[config.mk]
export PLATFORM = sky130hd
export DESIGN_NAME = credit_rx_fifo
export DESIGN_NICKNAME = d
export VERILOG_FILES = /design/src/rtl/credit_rx_fifo.sv
export SDC_FILE = /design/constraint.sdc
export NUM_CORES = 1
export LEC_CHECK = 0
export BUFFER_PORTS_ARGS = -buffer_cell sky130_fd_sc_hd__buf_4
export CAP_MARGIN = 15
export CELL_PAD_IN_SITES_DETAIL_PLACEMENT = 1
export CELL_PAD_IN_SITES_GLOBAL_PLACEMENT = 1
export CORE_MARGIN = 1
export CORE_UTILIZATION = 46
export DETAILED_ROUTE_END_ITERATION = 7
export GPL_ROUTABILITY_DRIVEN = 0
export GPL_TIMING_DRIVEN = 0
export MAX_ROUTING_LAYER = met4
export PLACE_DENSITY_LB_ADDON = 0.1
export SLEW_MARGIN = 20
export SYNTH_ARGS = -nofsm -noshare
export SYNTH_HDL_FRONTEND = slang
export SYNTH_SLANG_ARGS = --single-unit
[constraint.sdc]
create_clock -name clk -period 3 [get_ports clk]
set_input_delay 0.45 -clock clk [delete_from_list [all_inputs] [get_ports clk]]
set_output_delay 0.45 -clock clk [all_outputs]
set_load 0.1 [all_outputs]
[src/rtl/credit_rx_fifo.sv]
// Credit-based receive FIFO: upstream sends only while it holds a credit, and every
// popped entry hands one credit back through a registered one-cycle pulse.
module credit_rx_fifo #(
  parameter int DEPTH = 4,
  parameter int WIDTH = 8
) (
  input  logic                     clk,
  input  logic                     rst_n,
  input  logic                     ena,
  input  logic                     in_valid,
  input  logic [WIDTH-1:0]         in_data,
  output logic                     credit_ret,
  output logic                     out_valid,
  input  logic                     out_ready,
  output logic [WIDTH-1:0]         out_data,
  output logic [$clog2(DEPTH):0]   count,
  output logic                     overflow
);

  localparam int PW = $clog2(DEPTH);
  localparam int CW = PW + 1;
  localparam logic [PW-1:0] PTR_ONE  = PW'(1);
  localparam logic [PW-1:0] PTR_ZERO = PW'(0);
  localparam logic [CW-1:0] CNT_ONE  = CW'(1);
  localparam logic [CW-1:0] CNT_ZERO = CW'(0);
  localparam logic [CW-1:0] CNT_FULL = CW'(DEPTH);

  logic [WIDTH-1:0] mem_q [DEPTH];
  logic [WIDTH-1:0] mem_d [DEPTH];
  logic [PW-1:0]    rd_ptr_q, rd_ptr_d;
  logic [PW-1:0]    wr_ptr_q, wr_ptr_d;
  logic [CW-1:0]    count_q, count_d;
  logic [CW-1:0]    pending_q, pending_d;
  logic             credit_ret_q, credit_ret_d;
  logic             overflow_q, overflow_d;

  logic full_s, push_s, pop_s, drop_s, emit_s;

  assign full_s     = (count_q == CNT_FULL);
  assign out_valid  = (count_q != CNT_ZERO);
  assign out_data   = mem_q[rd_ptr_q];
  assign count      = count_q;
  assign overflow   = overflow_q;
  assign credit_ret = credit_ret_q;

  // A full FIFO still takes a beat when the head leaves on the same edge.
  assign pop_s  = ena & out_valid & out_ready;
  assign push_s = ena & in_valid & (~full_s | pop_s);
  assign drop_s = ena & in_valid & full_s & ~pop_s;
  assign emit_s = (pending_q != CNT_ZERO);

  // Next-state computation for storage, pointers, occupancy and credit bookkeeping.
  always_comb begin
    mem_d        = mem_q;
    wr_ptr_d     = wr_ptr_q;
    rd_ptr_d     = rd_ptr_q;
    count_d      = count_q;
    pending_d    = pending_q;
    credit_ret_d = 1'b0;
    overflow_d   = overflow_q | drop_s;

    if (push_s) begin
      mem_d[wr_ptr_q] = in_data;
      wr_ptr_d        = wr_ptr_q + PTR_ONE;
    end else begin
      wr_ptr_d = wr_ptr_q;
    end

    if (pop_s) begin
      rd_ptr_d = rd_ptr_q + PTR_ONE;
    end else begin
      rd_ptr_d = rd_ptr_q;
    end

    case ({push_s, pop_s})
      2'b10:   count_d = count_q + CNT_ONE;
      2'b01:   count_d = count_q - CNT_ONE;
      default: count_d = count_q;
    endcase

    // Emitting one credit while a pop adds one leaves the owed total unchanged.
    if (ena) begin
      credit_ret_d = emit_s;
      case ({emit_s, pop_s})
        2'b10:   pending_d = pending_q - CNT_ONE;
        2'b01:   pending_d = pending_q + CNT_ONE;
        default: pending_d = pending_q;
      endcase
    end else begin
      credit_ret_d = 1'b0;
      pending_d    = pending_q;
    end
  end

  // Control state; reset restarts the full credit grant.
  always_ff @(posedge clk) begin
    if (!rst_n) begin
      rd_ptr_q     <= PTR_ZERO;
      wr_ptr_q     <= PTR_ZERO;
      count_q      <= CNT_ZERO;
      pending_q    <= CNT_FULL;
      credit_ret_q <= 1'b0;
      overflow_q   <= 1'b0;
    end else begin
      rd_ptr_q     <= rd_ptr_d;
      wr_ptr_q     <= wr_ptr_d;
      count_q      <= count_d;
      pending_q    <= pending_d;
      credit_ret_q <= credit_ret_d;
      overflow_q   <= overflow_d;
    end
  end

  // Storage array is not cleared by reset, only protected from writes during it.
  always_ff @(posedge clk) begin
    if (rst_n) begin
      mem_q <= mem_d;
    end
  end

endmodule

==> flow_metrics.tcl <==
set metrics [dict create \
    run_status "finished, final reports clean" \
    slowest_stage "sky130_fd_sc_hd__dfxtp_1" \
    synth_async_sr_flop_share_pct 0 \
    synthMuxAreaShare_pct 11.0 \
    timing.final.crit_period_ps 2320 \
    dominant_combinational_cell_family_by_area_after_synthesis "multiplexers" \
    cts_num_sinks 44 \
    ant_nets 0 \
    cap_violations 0 \
    final_clock_skew_ps 4.29 \
    detailedRoute.firstPassIterationCount 4 \
    worst_path_clk_slew_ps 80 \
    synth.ff_latch_count 44 \
    post_synth.cell_area_avg_um2 15.3 \
    remaining_overflow_grt 0 \
    vias 1056 \
    clock_power_share_pct 31.6 \
    yosysTopAreaCellShare_pct 52.6 \
    detailedPlacementHpwl_mm 2.31 \
    synth_top_area_cell "sky130_fd_sc_hd__edfxtp_1" \
    yosys.area_share.adder_pct 5.21 \
    dp_cell_count 192 \
    placement.setup.worst_slack_ps 538 \
    p_sw_uw 421 \
    clk-insertion-delay-late_ps 290 \
    finalSetupViolations 0 \
    final-max-slew-violation-count 0 \
    synth-edff-count 32 \
    ys.warnings.count 0 \
    cts-hold-fix-buffers 0 \
    compound_gate_fraction_of_synth_area_pct 3.84 \
    grt_max_degree 16 \
    synth.cells.most_frequent "32 x sky130_fd_sc_hd__edfxtp_1, 12 x sky130_fd_sc_hd__dfxtp_1, 8 x sky130_fd_sc_hd__mux4_2, 8 x sky130_fd_sc_hd__nor2_1, 7 x sky130_fd_sc_hd__a21oi_1" \
    detail_route.wirelength_mm 3.33 \
    critical_path_arrival_ps 2540 \
    postSynth.topFlopCell "sky130_fd_sc_hd__edfxtp_1" \
    post_cts_resized 0 \
    yosysSeqAreaShare_pct 65.8 \
    dieWidth_um 65.0 \
    layout-drive-gt1-share_pct 28.9 \
    tritoncts "yes" \
    maxClockFrequency_mhz 431 \
    powerDensity_mw_per_mm2 653 \
    crit_required_ps 3220 \
    start_util_pct 48.8 \
    setup_slack_ps 680 \
    synth_top_cells_by_area "sky130_fd_sc_hd__edfxtp_1 53%, sky130_fd_sc_hd__dfxtp_1 13%, sky130_fd_sc_hd__mux4_2 9.9%" \
    yosys.area_share.xor_xnor_pct 2.40 \
    power_frac_seq_pct 48.9 \
    comb_power_share_pct 19.5 \
    max-clock-path-buffers 2 \
    timing.setup.critical_path_class "register to register" \
    internal_power_mw 1.01 \
    synth_area_mm2 0.00183 \
    post_synth_inst_count 119 \
    n_antenna_cell 0 \
    cts_htree_levels 2 \
    crit_path_end_kind "register" \
    via_count_of_the_first_global_routing_pass 1169 \
    grt_usage_pct 19.1 \
    cts_post_setup_buffers_inserted 0 \
    unrepaired_setup_endpoints_after_global_routing "false" \
    core_region_area_mm2 0.00374 \
    area_growth_pct 19.9 \
    synthesis.nets 139 \
    simple_gate_share_of_the_synthesized_area_pct 9.60 \
    cpMostUsedCell "sky130_fd_sc_hd__inv_1" \
    placement_rows 22 \
    timing.max_slew.rel_slack_pct 63.2 \
    hold_depth 1 \
    avgRoutedWirePerCell_um 16.7 \
    floorplan.die.height_um 65.0 \
    placement.io_buffers 25 \
    synth.lib_cells_used.distinct 29 \
    worst_hold_slack_ps 358 \
    post-synth-top-count-cell "sky130_fd_sc_hd__edfxtp_1" \
    holdCritPathClass "primary input to register" \
    num-nets-final 171 \
    ir_drop_uv 302 \
    cts_inserted_buffers 5 \
    non_filler_instances 200 \
    timing.final.crit_share_pct 77.3 \
    power.leakage_nw 0.809 \
    clockRootBuffer "sky130_fd_sc_hd__clkbuf_8" \
    detail_route.drc_violations 0 \
    initial_antenna_violation_count 0 \
    hold_viol_final 0 \
    crit_path_max_cell_delay_ps 390 \
    ff2ff_path_depth 9 \
    netSwitchingFraction_pct 29.5 \
    timing.critical_path.cells "nor4b_4 -> nor2_1 -> inv_1 -> ha_1 -> inv_1 -> fa_1 -> xor2_1 -> or3_1 -> a21oi_1" \
    worstMarginPinSlew_ps 552 \
    num_io_pins 27 \
    startpoint_type "register" \
    drt_iter0_markers 49 \
    dieArea_mm2 0.00422 \
    aggregate_negative_setup_slack_ps 0 \
    crit_fanout 7 \
    grt_first_pass_wirelength_mm 5.62 \
    p_total_mw 1.43 \
    viasPerCell 5.28 \
]
power groups by stage:
stage          clock network (mW)  logic (mW)  registers [mW]
5_1_grt                     0.485       0.297           0.702
3_3_place_gp                    0       0.269           0.709
6_report                    0.452       0.279           0.698
4_1_cts                     0.461       0.281           0.698
2_1_floorplan                   0       0.175           0.747
3_5_place_dp                    0       0.278           0.712
layer usage:
layer / track usage, % / wire length [µm] / vias to the layer above
met5: - / 0 / -
met4: 4.17 / 12 / 0
met3: 5.81 / 88 / 2
met2: 31.4 / 1690 / 15
met1: 23.3 / 1540 / 534
li1: - / - / 505
worst max-delay path: cells and delay by family, from the launching register on:
kind            cells  cell delay, ps
compound gates      1             160
xor+xnor            1             160
fa+ha+maj           2             550
buf+inv             2             140
flops               1             390
simple gates        3             840
through the flow:
stage               util, %  cell area [µm²]
floorplan                 -             1830
global placement       55.4             2070
detailed placement     55.4             2070
CTS                    58.5             2190
global route           58.5             2190
finish                 58.5             2190
cells by family after synthesis:
kind of cell	after synthesis
AOI/OAI and AO/OA	13
xor gates and xnor gates	5
adders and majority gates	7
buffers and inverters	10
DFF	44
muxes	10
and+or+nand+nor	30
path summary, 6_finish.rpt:
check,to,startpoint,slack [ps]
worst max register to register,count[2],count[0],680
worst min register to register,overflow,overflow,500
worst min-delay path,mem_q[4],in_data[4],360
worst max-delay path,count[2],count[0],680
sequential cells by signal (all words and copies together) (netlist names):
register and cells:
pending_q 3, credit_ret 1, rd_ptr_q 2, wr_ptr_q 2, mem_q 32, count 3, overflow 1
layout make-up:
class | count | area (µm²)
Multi-Input combinational cell | 65 | 586
Clock inverter | 3 | 46.3
Fill cell | 383 | 1560
Inverter | 7 | 26.3
Clock buffer | 5 | 68.8
Buffer | 3 | 12.5
Sequential cell | 44 | 1200
Timing Repair Buffer | 25 | 188
Tap cell | 48 | 60.1
placed cells by master, fill, tap and decap left out, drive strengths merged, types with 2 or more instances in the layout:
cell    count
edfxtp     32
buf        27
dfxtp      12
mux4        8
nor2        8
a21oi       7
inv         7
ha          6
clkbuf      6
nand2       5
o21ai       5
and3        4
or3         4
xor2        4
nand2b      3
nand3       2
Power figures use the tool's default switching activity.
